<file path="src/rtl/fetch_pkg.sv">
// Shared opcode constants, state and branch-condition encodings
// for the fetch control stage.
package fetch_pkg;

    localparam logic [3:0] OP_JMP  = 4'hF;
    localparam logic [3:0] OP_BR   = 4'hE;
    localparam logic [3:0] OP_HALT = 4'hD;

    typedef enum logic [1:0] {
        START    = 2'd0,
        FETCH    = 2'd1,
        DISPATCH = 2'd2,
        HALTED   = 2'd3
    } fetch_state_t;

    typedef enum logic [1:0] {
        ALWAYS = 2'd0,
        IF_Z   = 2'd1,
        IF_NZ  = 2'd2,
        IF_NEG = 2'd3
    } br_cond_t;

    function automatic logic [3:0] opcode(input logic [15:0] ins);
        return ins[15:12];
    endfunction

endpackage

</file>
<file path="src/rtl/fetch_control_branch_resolver.sv">
// Combinational jump/branch decode: jump target within the current
// 4K page and the condition outcome for relative branches.
module branch_resolver
    import fetch_pkg::*;
(
    input  logic [15:0] ir_i,
    input  logic [15:0] pc_i,
    input  logic        zero_i,
    input  logic        negative_i,
    output logic        is_jmp_o,
    output logic        take_branch_o,
    output logic [15:0] target_o,
    output logic [8:0]  offset_o
);

    br_cond_t cond;
    logic     cond_true;

    assign cond = br_cond_t'(ir_i[10:9]);

    always_comb begin
        cond_true = 1'b0;
        unique case (cond)
            ALWAYS: cond_true = 1'b1;
            IF_Z:   cond_true = zero_i;
            IF_NZ:  cond_true = ~zero_i;
            IF_NEG: cond_true = negative_i;
        endcase
    end

    assign is_jmp_o      = (opcode(ir_i) == OP_JMP);
    assign take_branch_o = (opcode(ir_i) == OP_BR) && cond_true;
    assign target_o      = {pc_i[15:12], ir_i[11:0]};
    assign offset_o      = ir_i[8:0];

endmodule

</file>
<file path="src/rtl/fetch_control.sv">
// Fetch control stage: fetches one instruction per PC, hands it to
// the decoder and steers the free-running program counter.
module fetch_control
    import fetch_pkg::*;
#(
    parameter int unsigned FETCH_TIMEOUT = 15
) (
    input  logic        Clock,
    input  logic        nReset,
    input  logic [15:0] CounterValue,
    output logic [15:0] LoadValue,
    output logic        LoadEnable,
    output logic [8:0]  Offset,
    output logic        OffsetEnable,
    output logic [15:0] InstrAddress,
    output logic        InstrReq,
    input  logic        InstrValid,
    input  logic [15:0] InstrData,
    output logic [15:0] OutInstr,
    output logic        OutValid,
    input  logic        OutReady,
    input  logic        Zero,
    input  logic        Negative,
    output logic        Halted,
    output logic        FetchError
);

    localparam logic [7:0] TIMEOUT = 8'(FETCH_TIMEOUT);

    fetch_state_t state_q, state_d;
    logic [15:0]  ir_q, ir_d;
    logic [7:0]   wait_q, wait_d;
    logic         ferr_q, ferr_d;

    logic        is_jmp;
    logic        take_br;
    logic [15:0] target;
    logic [8:0]  br_off;
    logic        handshake;

    branch_resolver u_branch_resolver (
        .ir_i         (ir_q),
        .pc_i         (CounterValue),
        .zero_i       (Zero),
        .negative_i   (Negative),
        .is_jmp_o     (is_jmp),
        .take_branch_o(take_br),
        .target_o     (target),
        .offset_o     (br_off)
    );

    assign handshake = (state_q == DISPATCH) && OutReady;

    always_comb begin
        state_d = state_q;
        ir_d    = ir_q;
        wait_d  = wait_q;
        ferr_d  = ferr_q;
        unique case (state_q)
            START: state_d = FETCH;
            FETCH: begin
                if (InstrValid) begin
                    ir_d    = InstrData;
                    wait_d  = 8'd0;
                    state_d = (opcode(InstrData) == OP_HALT)
                            ? HALTED : DISPATCH;
                end else begin
                    wait_d = wait_q + 8'd1;
                    if (wait_d == TIMEOUT) begin
                        ferr_d  = 1'b1;
                        state_d = HALTED;
                    end
                end
            end
            DISPATCH: begin
                if (OutReady) state_d = FETCH;
            end
            HALTED: state_d = HALTED;
        endcase
    end

    // Counter advances by one unless held, so idle cycles assert offset 0.
    always_comb begin
        LoadEnable   = 1'b0;
        LoadValue    = 16'd0;
        OffsetEnable = 1'b1;
        Offset       = 9'd0;
        if (handshake) begin
            OffsetEnable = 1'b0;
            if (is_jmp) begin
                LoadEnable = 1'b1;
                LoadValue  = target;
            end else if (take_br) begin
                OffsetEnable = 1'b1;
                Offset       = br_off;
            end
        end
    end

    assign InstrReq     = (state_q == FETCH);
    assign InstrAddress = CounterValue;
    assign OutValid     = (state_q == DISPATCH);
    assign OutInstr     = ir_q;
    assign Halted       = (state_q == HALTED);
    assign FetchError   = ferr_q;

    always_ff @(posedge Clock) begin
        if (!nReset) begin
            state_q <= START;
            ir_q    <= 16'd0;
            wait_q  <= 8'd0;
            ferr_q  <= 1'b0;
        end else begin
            state_q <= state_d;
            ir_q    <= ir_d;
            wait_q  <= wait_d;
            ferr_q  <= ferr_d;
        end
    end

endmodule

</file>
<file path="config.mk">
export PLATFORM = sky130hd
export DESIGN_NAME = fetch_control
export DESIGN_NICKNAME = d
export VERILOG_FILES = /design/src/rtl/fetch_pkg.sv /design/src/rtl/fetch_control_branch_resolver.sv /design/src/rtl/fetch_control.sv
export SDC_FILE = /design/constraint.sdc
export NUM_CORES = 1
export LEC_CHECK = 0
export BUFFER_PORTS_ARGS = -buffer_cell sky130_fd_sc_hd__buf_4
export CORE_MARGIN = 1
export CORE_UTILIZATION = 46
export CTS_CLUSTER_DIAMETER = 30
export DETAILED_ROUTE_END_ITERATION = 8
export PLACE_DENSITY = 0.84
export SETUP_SLACK_MARGIN = 0.2
export SLEW_MARGIN = 10
export SYNTH_ARGS = -nofsm -noshare
export SYNTH_HDL_FRONTEND = slang
export SYNTH_SLANG_ARGS = --single-unit
</file>
<file path="constraint.sdc">
create_clock -name Clock -period 3.3 [get_ports Clock]
set_input_delay 0.66 -clock Clock [delete_from_list [all_inputs] [get_ports Clock]]
set_output_delay 0.66 -clock Clock [all_outputs]
set_load 0.005 [all_outputs]
</file>
=== Yosys cells after proc, flatten, opt, wreduce, memory -nomap -nowiden ===
Index checks and enable logic that the tools add are counted.

* Input bits: 38
* Word-level logic and storage cells: 43
* Register bits after elaboration: 27
* Output and inout bits: 63

* Add/sub/neg operators: 1
* Mux-type cells: 17
* Bitwise logic cells: 2
* Reductions and logical operators: 7
* Eq/ne operators: 12

{| class="wikitable"
|+ Operators by type and width
! operator !! number
|-
| $mux 16 || 2
|-
| $mux 9 || 3
|-
| $eq 4x4->1 const B || 3
|-
| $add 8x1->8 const B || 1
|-
| $eq 2x2->1 const B || 4
|-
| $eq 8x4->1 const B || 1
|-
| $mux 8 || 1
|-
| $pmux 2 s4 || 1
|-
| $mux 1 || 6
|-
| $mux 2 || 3
|-
| $eq 2x1->1 const B || 2
|-
| $logic_not 2->1 || 2
|-
| $pmux 1 s4 || 1
|-
| $reduce_and 2->1 || 2
|-
| $ne 3x1->1 const B || 1
|-
| $reduce_and 3->1 || 1
|-
| $logic_and 1x1->1 || 2
|-
| $ne 2x1->1 const B || 1
|-
| $not 1->1 || 2
|}

=== Logic depth before layout (Yosys ltp) ===
* Depth in word-level cells: 6
* Mapped depth: 7
* Depth with buffers taken out: 5

=== By module ===
From an unflattened synthesis, not the netlist that was laid out.

* Cell total of the unflattened synthesis: 227
* Area total of the unflattened synthesis: 1724.2 µm²

{| class="wikitable"
|+ Modules (own cells, without submodules)
! module !! sequential area each (µm²) !! cells each !! area each (µm²) !! times used
|-
| fetch_control || 540.5 || 196 || 1491.4 || 1
|-
| branch_resolver || 0.0 || 31 || 232.7 || 1
|}

=== Worst setup path before layout ===
Ideal clock, no wire load.

* Kind: input -> output
* Start point: input Zero
* End point: output Offset[0]
* Arrival: 1662 ps
* Stages: 4
* Setup slack: 978 ps
* Path buffers: 0
* Cells stage by stage: mux2_2 > a211o_1 > nor2_1 > and2_1

* Longest elaborated chain between the ends: 6

{| class="wikitable"
|+ RTL lines
! element !! RTL line !! source
|-
| start, declared || fetch_control.sv:22 || <nowiki>input logic Zero,</nowiki>
|-
| $not 1->1 || fetch_control_branch_resolver.sv:26 || <nowiki>IF_NZ: cond_true = ~zero_i;</nowiki>
|-
| $pmux 1 s4 (*) || fetch_control_branch_resolver.sv:23 || <nowiki>unique case (cond)</nowiki>
|-
| $logic_and 1x1->1 (*) || fetch_control_branch_resolver.sv:32 || <nowiki>assign take_branch_o = (opcode(ir_i) == OP_BR) && cond_true;</nowiki>
|-
| $mux 9 (*) || fetch_control.sv:93 || <nowiki>end else if (take_br) begin</nowiki>
|-
| $mux 9 (*) || fetch_control.sv:90 || <nowiki>if (is_jmp) begin</nowiki>
|-
| $mux 9 (*) || fetch_control.sv:88 || <nowiki>if (handshake) begin</nowiki>
|-
| end, declared || fetch_control.sv:13 || <nowiki>output logic [8:0] Offset,</nowiki>
|}

Mark *: on every way between the ends. The rest lies on a longest branch, timed or not.

=== Final worst setup path ===
* Start point: input Zero
* End point: output Offset[5]

The elaborated chain is that of the path after synthesis.

==> metrics.txt <==
status=finished clean; overall power=588 uW; Max clock buf depth=2; Post-CTS Setup Inserts=0; RSZ-0062 raised after global routing=false; total CTS buffers=3; Least-Margin Pin Slew=0.604 ns; FP Rows=21; largest net degree at the start of global routing=31; type of the worst min-delay path=reg -> reg; CTS Root Cell=clkbuf_4; crit-path max cell delay=0.39 ns; Initial Util=48.3%; Max rail drop VDD=0.155 mV; pwr dens=281 nW/um2; Post-Layout Cell Count=306; Final Hold Viols=0; flop-to-flop setup slack=1.38 ns; Syn Area/Cell=7.87 um2; Setup crit start=Zero; Register Area=541 um2; WP depth=6; post-layout util=62.8%; DIE HEIGHT=61.2 um; mapped cell area=1610 um2; post-synth cell types=35; Syn Inst Count=205; Vias/cell=5.04; post-cts sizing count=0; fin nets=301; Pre-antenna DRT Iters=4; # IOs=101; Yosys warnings=0; initial antenna violation count=0; max cap viols=0; area grow syn2layout=29.9%; all-layer global routing usage=18.8%; family with the most delay on the worst path=simple AND/OR/NAND/NOR gates; CP Capture Type=output pin; Multi-input gate area=873 um2; GPL Wtd Cong=0.881; share of cells above drive strength 1=33.1%; Final Skew=0.00307 ns; critical path data required time=2.64 ns; Synth area leaders=dfxtp_1 (34%), and2_1 (11%), a21boi_0 (10%); H-tree depth=1; critical path arrival=2.09 ns; drt drc=0; first-pass GRT wire length=5250 um; setup TNS=0 ns; Buffers & Inverters on Critical Path=2; Detailed Route WL=3630 um; fin crit share=83.2%; # fillers=296; Skew-Pair Late Insertion Delay=0.31 ns; count of final max-slew check failures=0; Final setup viols=0; drt first-iter violations=49; WS Path Type=in -> out; Core ar.=3340 um2; CP Capture Point=Offset[5]; clock slew seen by the registers of the worst setup and hold paths=0.14 ns; n_diodes=0; Critical Path Source Type=input port; hold_buf cts=0; total die area=3750 um2; DP HPWL=2740 um; Critical R2R Launch=wait_q[1]; register area share after synthesis=33.5%; highest clock rate=364 MHz; Syn Nets=245; count of clock tree sinks=27; P_leak=0.000911 uW; PortBufs=76; top cell type's share of synthesized area=33.5%; GRT overflow=0; dominant cell type by area after synthesis=dfxtp_1; via count=1,543; path depth of the worst reg2reg path=5; CTS tree=built; die width=61.2 um; #FFs+latches synth=27; crit path cell chain=buf_4, mux2_2, a211o_1, nor2_1, and2_1, buf_4; Tmin final=2.75 ns; Worst R2R End=FetchError; number of global-route vias before repair=1,270; Slowest-stage cell, CP=nor2_1; Final ANT Viol Nets=0; hold path depth=2; critical-path maximum fanout=9; Avg WL per Cell=11.9 um; placed insts=302; cell mode on critical path=buf_4; Rel. slew slack=59.7%
power by group:
part | internal (uW) | switching (uW) | total (uW) | leakage, uW
sequential | 339 | 11.7 | 351 | 0.000220
combinational | 52.7 | 44.8 | 97.5 | 0.000676
clock | 47.2 | 92.6 | 140 | 0.0000150
worst register-to-register path: stages, from the launching register on:
cell and delay [ns]:
dfxtp_1 0.44, ha_1 0.27, and4_1 0.25, a21boi_1 0.08
or4_1 0.57, o31ai_1 0.24
worst min-delay path by stage:
stage	start	to
floorplan	FetchError	FetchError
global placement	FetchError	FetchError
detailed placement	FetchError	FetchError
CTS	FetchError	FetchError
global route	FetchError	FetchError
finish	FetchError	FetchError
routing by layer:
layer | routed length [um] | GRT usage [%] | up-vias
met5 | 0 | 0 | -
met4 | 18 | 8.12 | 0
met3 | 303 | 3.15 | 2
met2 | 1810 | 35.9 | 60
met1 | 1500 | 20.2 | 697
li1 | - | - | 784
through the flow:
step	hold WS (ns)	cell area (um2)	setup slack (ns)
global placement	0.457	2070	0.641
global route	0.506	2090	0.470
detailed placement	0.458	2070	0.548
finish	0.471	2090	0.555
CTS	0.479	2090	0.546
floorplan	0.449	1610	0.978
sequential cells by signal, summed over array words and instances, names as in the netlist:
signal and count:
OutInstr 16, FetchError 1, wait_q 8, state_q 2
layout by cell type (no fill, tap or decap), drive strengths merged:
cell	Yosys	routed
a211o	1	1
a21bo	1	1
a21boi	23	23
a21oi	5	5
a31oi	4	4
a32oi	1	1
and2	29	29
and3	1	1
and4	2	2
buf	19	77
clkbuf	6	4
dfxtp	27	27
ha	2	2
inv	5	5
mux2	1	1
nand2	40	40
nand2b	1	1
nand3	4	4
nand3b	1	1
nand4b	2	2
nand4bb	1	1
nor2	5	5
nor2b	3	3
nor3	3	3
nor3b	1	1
o21ai	7	7
o31ai	2	2
or2b	2	2
or4	4	4
xor2	1	1
cell usage after synthesis, drive strengths merged:
library cell  instances
or4                   4
nand3b                1
a32oi                 1
xor2                  1
nor2                  5
buf                  19
and2                 29
a21bo                 1
a211o                 1
o21ai                 7
nor2b                 3
o31ai                 2
and3                  1
dfxtp                27
nand2b                1
clkbuf                6
nor3b                 1
nor3                  3
nand4b                2
nand4bb               1
nand3                 4
a21boi               23
a31oi                 4
dlymetal6s2s          1
or2b                  2
ha                    2
nand2                40
inv                   5
mux2                  1
and4                  2
a21oi                 5
area by class of cell:
class / count / area share [%]
repair buffers: 77 / 27.6
well taps: 46 / 2.75
flip-flops and latches: 27 / 25.8
multi-input cells: 147 / 41.7
clock buffers: 4 / 1.25
inverters: 5 / 0.896
cell families (layout without fill, tap and decap cells):
| family | after synthesis | in the layout | share of synthesized area, % |
|---|---|---|---|
| adders and majority gates | 2 | 2 | 1.55 |
| AOI/OAI and AO/OA | 44 | 44 | 18.6 |
| DFF | 27 | 27 | 33.5 |
| and+or+nand+nor | 99 | 99 | 32.7 |
| buffers and inverters | 31 | 86 | 12.3 |
| muxes | 1 | 1 | 0.698 |
| xor gates and xnor gates | 1 | 1 | 0.543 |
No activity file was read; power rests on OpenSTA's default activity.
